==> config.mk <==
export PLATFORM = sky130hd
export DESIGN_NAME = chan_mux_reg
export DESIGN_NICKNAME = d
export VERILOG_FILES = /design/src/rtl/chan_mux_pkg.sv /design/src/rtl/chan_mux_reg_rr_pick.sv /design/src/rtl/chan_mux_reg.sv
export SDC_FILE = /design/constraint.sdc
export NUM_CORES = 1
export LEC_CHECK = 0
export CAP_MARGIN = 0
export CORE_MARGIN = 1
export CORE_UTILIZATION = 34
export CTS_BUF_LIST = sky130_fd_sc_hd__clkbuf_4 sky130_fd_sc_hd__clkbuf_8 sky130_fd_sc_hd__clkbuf_16
export DETAILED_ROUTE_END_ITERATION = 7
export PLACE_DENSITY = 0.74
export SYNTH_ARGS = -nofsm -noshare
export SYNTH_HDL_FRONTEND = slang
export SYNTH_HIERARCHICAL = 1
export SYNTH_SLANG_ARGS = --single-unit
==> constraint.sdc <==
create_clock -name clk -period 2 [get_ports clk]
set_clock_uncertainty 0.15 [all_clocks]
set_input_delay 0.3 -clock clk [delete_from_list [all_inputs] [get_ports clk]]
set_output_delay 0.3 -clock clk [all_outputs]
set_load 0.005 [all_outputs]
==> src/rtl/chan_mux_pkg.sv <==
// rtl/chan_mux_pkg.sv - shared mode encodings and index helpers for chan_mux_reg
package chan_mux_pkg;

  localparam logic MODE_FIXED = 1'b0;
  localparam logic MODE_RR    = 1'b1;
  localparam int   MAX_N      = 32;

  function automatic logic [MAX_N-1:0] onehot(input int idx, input int n);
    logic [MAX_N-1:0] r;
    r = '0;
    for (int i = 0; i < MAX_N; i++) begin
      if (i == idx && i < n) r[i] = 1'b1;
    end
    return r;
  endfunction

  // Pointer to the channel after c, wrapping at n-1 (n need not be a power of 2).
  function automatic int next_ptr(input int c, input int n);
    return (c == n - 1) ? 0 : c + 1;
  endfunction

endpackage

==> src/rtl/chan_mux_reg_rr_pick.sv <==
// rtl/chan_mux_reg_rr_pick.sv - combinational round-robin search starting at ptr
module rr_pick #(
  parameter int N    = 4,
  parameter int SELW = 2
) (
  input  logic [N-1:0]    req,
  input  logic [SELW-1:0] ptr,
  output logic            gnt_vld,
  output logic [SELW-1:0] gnt_idx
);

  // Pass one finds the lowest requester overall (the wrap-around answer);
  // pass two overrides it with the lowest requester at or above ptr.
  always_comb begin
    gnt_vld = 1'b0;
    gnt_idx = '0;
    for (int c = N - 1; c >= 0; c--) begin
      if (req[c]) begin
        gnt_vld = 1'b1;
        gnt_idx = SELW'(c);
      end
    end
    for (int c = N - 1; c >= 0; c--) begin
      if (req[c] && c >= int'(ptr)) begin
        gnt_vld = 1'b1;
        gnt_idx = SELW'(c);
      end
    end
  end

endmodule

==> src/rtl/chan_mux_reg.sv <==
// rtl/chan_mux_reg.sv - N-channel registered mux with valid/ready; CHAN_MUX_PARITY_EN adds out_par
module chan_mux_reg
  import chan_mux_pkg::*;
#(
  parameter  int W    = 4,
  parameter  int N    = 4,
  localparam int SELW = (N > 1) ? $clog2(N) : 1
) (
  input  logic            clk,
  input  logic            rst_n,
  input  logic [N*W-1:0]  in1,
  input  logic [N-1:0]    in_valid,
  output logic [N-1:0]    in_ready,
  input  logic [SELW-1:0] sel,
  input  logic            mode,
  output logic [W-1:0]    out,
  output logic [SELW-1:0] out_chan,
  output logic            out_valid,
`ifdef CHAN_MUX_PARITY_EN
  output logic            out_par,
`endif
  input  logic            out_ready
);

  logic [W-1:0]    out_q, out_d;
  logic [SELW-1:0] chan_q, chan_d;
  logic            valid_q, valid_d;
  logic [SELW-1:0] ptr_q, ptr_d;
`ifdef CHAN_MUX_PARITY_EN
  logic            par_q, par_d;
`endif

  logic            rr_vld;
  logic [SELW-1:0] rr_idx;
  logic            fix_vld;
  logic            grant;
  logic            load;
  logic [SELW-1:0] gnt_idx;
  logic [W-1:0]    gnt_data;

  rr_pick #(.N(N), .SELW(SELW)) u_rr_pick (
    .req     (in_valid),
    .ptr     (ptr_q),
    .gnt_vld (rr_vld),
    .gnt_idx (rr_idx)
  );

  // Fixed select compares against every legal index so sel >= N never grants.
  always_comb begin
    fix_vld = 1'b0;
    for (int c = 0; c < N; c++) begin
      if (int'(sel) == c && in_valid[c]) fix_vld = 1'b1;
    end
  end

  always_comb begin
    load    = !valid_q || out_ready;
    grant   = rst_n && ((mode == MODE_RR) ? rr_vld : fix_vld);
    gnt_idx = (mode == MODE_RR) ? rr_idx : sel;
  end

  always_comb begin
    in_ready = '0;
    gnt_data = '0;
    for (int c = 0; c < N; c++) begin
      if (int'(gnt_idx) == c) begin
        in_ready[c] = load && grant;
        gnt_data    = in1[c*W +: W];
      end
    end
  end

  always_comb begin
    out_d   = out_q;
    chan_d  = chan_q;
    valid_d = valid_q;
    ptr_d   = ptr_q;
`ifdef CHAN_MUX_PARITY_EN
    par_d   = par_q;
`endif
    if (load) begin
      if (grant) begin
        out_d   = gnt_data;
        chan_d  = gnt_idx;
        valid_d = 1'b1;
        ptr_d   = SELW'(next_ptr(int'(gnt_idx), N));
`ifdef CHAN_MUX_PARITY_EN
        par_d   = ^gnt_data;
`endif
      end else begin
        valid_d = 1'b0;
      end
    end
  end

  always_ff @(posedge clk) begin
    if (!rst_n) begin
      out_q   <= '0;
      chan_q  <= '0;
      valid_q <= 1'b0;
      ptr_q   <= '0;
`ifdef CHAN_MUX_PARITY_EN
      par_q   <= 1'b0;
`endif
    end else begin
      out_q   <= out_d;
      chan_q  <= chan_d;
      valid_q <= valid_d;
      ptr_q   <= ptr_d;
`ifdef CHAN_MUX_PARITY_EN
      par_q   <= par_d;
`endif
    end
  end

  assign out       = out_q;
  assign out_chan  = chan_q;
  assign out_valid = valid_q;
`ifdef CHAN_MUX_PARITY_EN
  assign out_par   = par_q;
`endif

endmodule

==> flow_metrics.py <==
metrics = {
    "place": {
        "place_area_mm2": 0.00118,
        "gp_congestion": 0.833,
        "dp_hpwl_um": 1560,
        "place_inst": 160,
        "portBuffers": 36,
    },
    "cells_and_area": {
        "syn2layout_area_growth_pct": 98.2,
        "n_antenna_cell": 0,
        "fin_cells": 174,
        "final_cell_area_mm2": 0.00137,
        "finalNetCount": 180,
        "final_common_cell": "clkdlybuf4s50_1",
        "drive_gt1_share_pct": 41.6,
        "layout_common_cells": "clkdlybuf4s50_1 (27), nand2_1 (19), buf_4 (16)",
        "final_core_util_pct": 75.5,
        "nFillCells": 142,
    },
    "grt": {
        "grt_usage_pct": 23.3,
        "antenna_found_initial": 0,
        "grt_max_degree": 10,
        "grt_pass1_vias": 811,
        "grt_first_pass_wirelength_um": 3510,
        "grt_overflow": 0,
    },
    "worst_setup_path": {
        "worst_ep_arrival_time_ns": 1.95,
        "start_kind": "flop",
        "critPathCaptureType": "primary output",
        "crit_required_ns": 1.55,
        "cp_max_fo": 4,
        "critical_path_class": "reg2out",
    },
    "cts": {
        "clock_latency_ns": 0.27,
        "clk_path_buf_depth": 2,
        "h-tree-depth": 1,
        "cts_tree": "yes",
        "clock_sinks": 9,
        "clkTransAtPathRegs_ns": 0.07,
        "cts_made_buffers": 3,
        "cts-root-buf": "clkbuf_4",
    },
    "yosys": {
        "syn_inst": 88,
        "synth_edf_count": 0,
        "synthTopCellsByArea": "dfxtp_1 (26%), mux2i_1 (17%), nand2_1 (11%), ha_1 (7.2%), inv_1 (4.9%)",
        "synth_fp_nets": 118,
        "yosysSeqAreaShare_pct": 26.0,
        "synthArstFlopShare_pct": 0,
        "ys_seq_elements": 9,
        "yosysWarnings": 6,
        "netlist_area_um2": 693,
        "synth_top_area_share_pct": 26.0,
        "synth_top_area_cell": "dfxtp_1",
        "synth.distinct_cells": 22,
        "avgSynthCellArea_um2": 7.88,
        "synth_top_flop_cell": "dfxtp_1",
    },
    "timing": {
        "fin_crit_sh_pct": 120,
        "layout_min_cycle_time_ns": 2.40,
        "setup_slack_ns": -0.398,
        "rsz0062_at_grt": "yes",
        "setup_violations": 9,
        "max_freq_mhz": 417,
        "tightest_slew_ns": 0.301,
        "tns_ns": -2.25,
        "maxSlewViolCount": 0,
        "hold_viol": 0,
        "slew_headroom_pct": 79.6,
    },
    "detailed_routing": {
        "drc": 0,
        "drtAntennaViolNets": 0,
        "routed_wl_um": 2420,
        "first_iter_violations": 8,
        "drtPass1Iterations": 4,
        "routedWlPerCell_um": 13.9,
        "routed_via_density": 4.99,
        "num_vias": 869,
    },
    "outcome": {
        "status": "finished, violations left",
        "violations": "negative setup slack",
    },
    "floorplanning": {
        "fp.dieH_um": 47.2,
        "rows": 15,
        "fp.dieW_um": 47.2,
        "start_util_pct": 38.1,
        "dieArea_mm2": 0.00222,
        "io_pins": 37,
        "core_area_mm2": 0.00182,
    },
    "pwr": {
        "power_per_cell_area_mw_per_mm2": 616,
        "peakVddDrop_uv": 492,
        "p_leak_nw": 0.615,
    },
    "min_path": {
        "min_path_type": "reg2reg",
    },
    "flow_run": {
        "maxCapViolCount": 0,
    },
}
## cells in the mapped netlist, types with 2 or more instances
master / number
nand2_1: 20
mux2i_1: 12
dfxtp_1: 9
inv_1: 9
nor2_1: 7
a21oi_1: 4
ha_1: 4
o211ai_1: 4
nand2b_1: 3
o221ai_1: 3
nor2b_1: 2
## worst max-delay path: stages, from the launching register on
cell      delay, ns
dfxtp_2        0.37
a21oi_1        0.07
o21ai_0        0.21
o2bb2a_2       0.26
a21oi_2        0.14
buf_4          0.15
buf_4          0.11
ha_4           0.13
inv_2          0.03
nor2_2         0.09
buf_2          0.11
## stage by stage
step | power [W] | setup WS [ns] | hold WS, ns
after floorplan | 0.000399 | -0.00507 | 0.301
after global placement | 0.000565 | -0.866 | 0.297
after detailed placement | 0.000575 | -0.931 | 0.309
after CTS | 0.000793 | -0.316 | 0.318
after global routing | 0.000900 | -0.439 | 0.337
final | 0.000846 | -0.398 | 0.314
## cell type report
| type | instances | area (µm²) | share of cell area [%] |
|---|---|---|---|
| clock buffers | 4 | 30.0 | 2.19 |
| well taps | 25 | 31.3 | 2.28 |
| flip-flops and latches | 9 | 183 | 13.3 |
| multi-input cells | 67 | 559 | 40.7 |
| inverters | 9 | 33.8 | 2.46 |
| repair buffers | 60 | 537 | 39.1 |
## where the power goes
group          total, W  switching [W]  leakage, nW  internal [W]
clock network  0.000162      0.0000710       0.0184     0.0000908
logic          0.000449       0.000188        0.521      0.000261
registers      0.000235      0.0000220       0.0753      0.000213
## worst paths after layout
kind	startpoint	end	slack, ns	cells after the start
max	ptr_q[1]	in_ready[1]	-0.40	10
min	out[3]	out[3]	0.31	2
max reg2reg	ptr_q[1]	out[2]	-0.28	12
min reg2reg	out[3]	out[3]	0.31	2
## metal layers
layer	vias up	part of all wire, %	track usage, %
li1	429	-	-
met1	415	41	26.2
met2	22	54	43.1
met3	3	4.6	7.69
met4	0	0.37	4.00
met5	-	0	0
## timing repair
item,in CTS,in global routing
pin swaps,12,18
setup buffers,10,1
endpoints found under the setup margin,12,12
resized for setup,36,25
hold buffers,0,0
## registers in the layout, indices dropped and copies added (netlist names)
signal / count
out: 4
ptr_q: 2
out_chan: 2
out_valid: 1
## logic make-up after synthesis
group,share of synthesized area (%)
simple gates,23.3
fa+ha+maj,7.22
flops,26.0
compound gates,18.1
buf+inv,8.12
mux,17.3
(Power assumes the default switching activity.)
==> variant: new RTL, config.mk and constraints unchanged <==
The parameter `W` goes from 4 to 3.
--- a/src/rtl/chan_mux_reg.sv
+++ b/src/rtl/chan_mux_reg.sv
@@ -2,7 +2,7 @@
 module chan_mux_reg
   import chan_mux_pkg::*;
 #(
-  parameter  int W    = 4,
+  parameter  int W    = 3,
   parameter  int N    = 4,
   localparam int SELW = (N > 1) ? $clog2(N) : 1
 ) (
Interface: changed (resized in1 and out); port bits go from 37 to 32. The function was not compared with the original's and may differ.
==> variant against the unedited design <==
- non-clock buffer count increased by 4
- largest cell class unchanged
- global-route usage is 4.2 points higher
- total power fell by 7.3%
- utilization up 11 points
- worst setup slack got worse by 0.0093 ns
- cell area is 0.55% higher
- wire length rose by 27%
- the flow still finishes with violations (negative setup slack)
- sequential cell count decreased by 1
- critical path depth unchanged
- area after synthesis is 12% lower
==> variant: results (changes against the unedited design) <==
- Critical Path AT: 1.96 ns
- Via count: 927 (+6.7%)
- Max stage delay on crit path: 0.36 ns
- Failing checks: negative setup slack
- Yosys warns: 6 (unchanged)
- Post-synth EDFFs: 0 (unchanged)
- Grt met3 use: 0.0327 (-0.0443)
- Outcome: finished, violations left
- Number of antenna diodes: 0 (unchanged)
- CTS root buf: clkbuf_4
- Largest register FFs: 3 (-1)
- First-pass GRT wire length: 3.93 mm (+12%)
- Final setup violation count: 8 (-1)
- GR Util met1: 0.348 (+0.0859)
- DRT met1 WL: 1.23 mm (+22%)
- Via-to-Cell Ratio: 5.58 (+12%)
- IO Port Bufs: 31 (-14%)
- DRT iter0 DRCs: 35 (+27)
- Metal3 WL: 169 µm (+52%)
- Drt total wl: 3.07 mm (+27%)
- Nets: 170 (-5.6%)
- GRT Overall Usage: 0.275 (+0.0423)
- Lkg Pwr: 0.589 nW (-4.3%)
- Share of cells above drive strength 1: 0.549 (+0.133)
- Max IR drop VDD: 0.337 mV (-32%)
- Vias in the first global route: 834 (+2.8%)
- Synth area leaders: dfxtp_1, a21oi_1, ha_1
- Clock buffer depth: 2 (unchanged)
- Placed Instances: 150 (-6.3%)
- Post-synthesis cell type count: 23 (+4.5%)
- Critical-path maximum fanout: 4 (unchanged)
- Post-synth ARST share: 0 (unchanged)
- CTS H-tree depth: 1 (unchanged)
- Syn_nets: 103 (-13%)
- CTS clock-pin slew for the worst setup and hold paths: 0.05 ns (-0.02 ns)
- Mean area per synthesized cell: 7.91 µm² (+0.46%)
- DRT Pass-1 Iters: 4 (unchanged)
- Critical-path top delay cell: dfxtp_2
- TritonCTS buffer count: 3 (unchanged)
- RD Place Congestion: 0.880 (+5.6%)
- Wire length on met2: 1.59 mm (+23%)
- HPWL after DPL: 1.56 mm (+0.21%)
- Final critical-path setup slack: -0.407 ns (-0.00929 ns)
- Worst-Skew Late Latency: 0.26 ns
- Post-synth top cells: a21oi_1, dfxtp_1, inv_1
- R2R Setup Slk: -0.39 ns (-0.11 ns)
- Register area share after synthesis: 0.263 (+0.00291)
- Met2 usage: 0.459 (+0.0283)
- Place WS: -0.899 ns (+0.0319 ns)
- Max layer used: met4
- Worst slew margin relative to its limit: 0.696 (-0.0995)
- Initial antenna violation count: 0 (unchanged)
- Top cell family by delay on the critical path: buffers and inverters
- Largest net degree at the start of global routing: 8 (-2)
variant: cell types whose count changed after synthesis, moves of 5 or more:
cell / unedited run / this run
mux2i_1: 12 / 2
a21oi_1: 4 / 16
nor2_1: 7 / 2
a211oi_1: 0 / 5
o21ai_0: 1 / 6
nand2_1: 20 / 5
variant: power breakdown:
part           switching (mW)  internal, mW
clock                  0.0545        0.0686
combinational           0.212         0.257
sequential             0.0134         0.179
variant: what timing repair did:
item / in CTS / in global routing
gates resized for setup: 49 / 22
hold buffers: 0 / 0
setup buffers: 12 / 3
pin swaps: 15 / 5
setup endpoints to repair: 11 / 10
variant: per-stage QoR:
| step | hold WS [ns] | TNS [ns] | instance area (µm²) |
|---|---|---|---|
| after floorplan | 0.290 | 0 | 637 |
| final | 0.369 | -2.87 | 1380 |
| after CTS | 0.348 | -2.09 | 1310 |
| after global placement | 0.348 | -6.80 | 1120 |
| after global routing | 0.391 | -3.60 | 1380 |
| after detailed placement | 0.337 | -7.53 | 1120 |
variant: path summary, 6_finish.rpt:
check	from	end	depth (start not counted)
hold / removal	out_chan[1]	out_chan[1]	2
hold reg to reg	out_chan[1]	out_chan[1]	2
setup reg to reg	ptr_q[1]	ptr_q[0]	11
setup / recovery	ptr_q[1]	in_ready[1]	10
variant: kinds of logic after synthesis:
family / Yosys count / share of synthesized area
simple gates: 17 / 0.148
mux: 6 / 0.133
buf+inv: 10 / 0.0636
flops: 8 / 0.263
fa+ha+maj: 4 / 0.0821
compound gates: 32 / 0.310
variant: cell type report:
cell class              instances  area [µm²]
clock buffers                   3        22.5
fillers                        82         213
inverters                       8        37.5
multi-input cells              59         583
flip-flops and latches          8         161
well taps                      24        30.0
repair buffers                 64         547
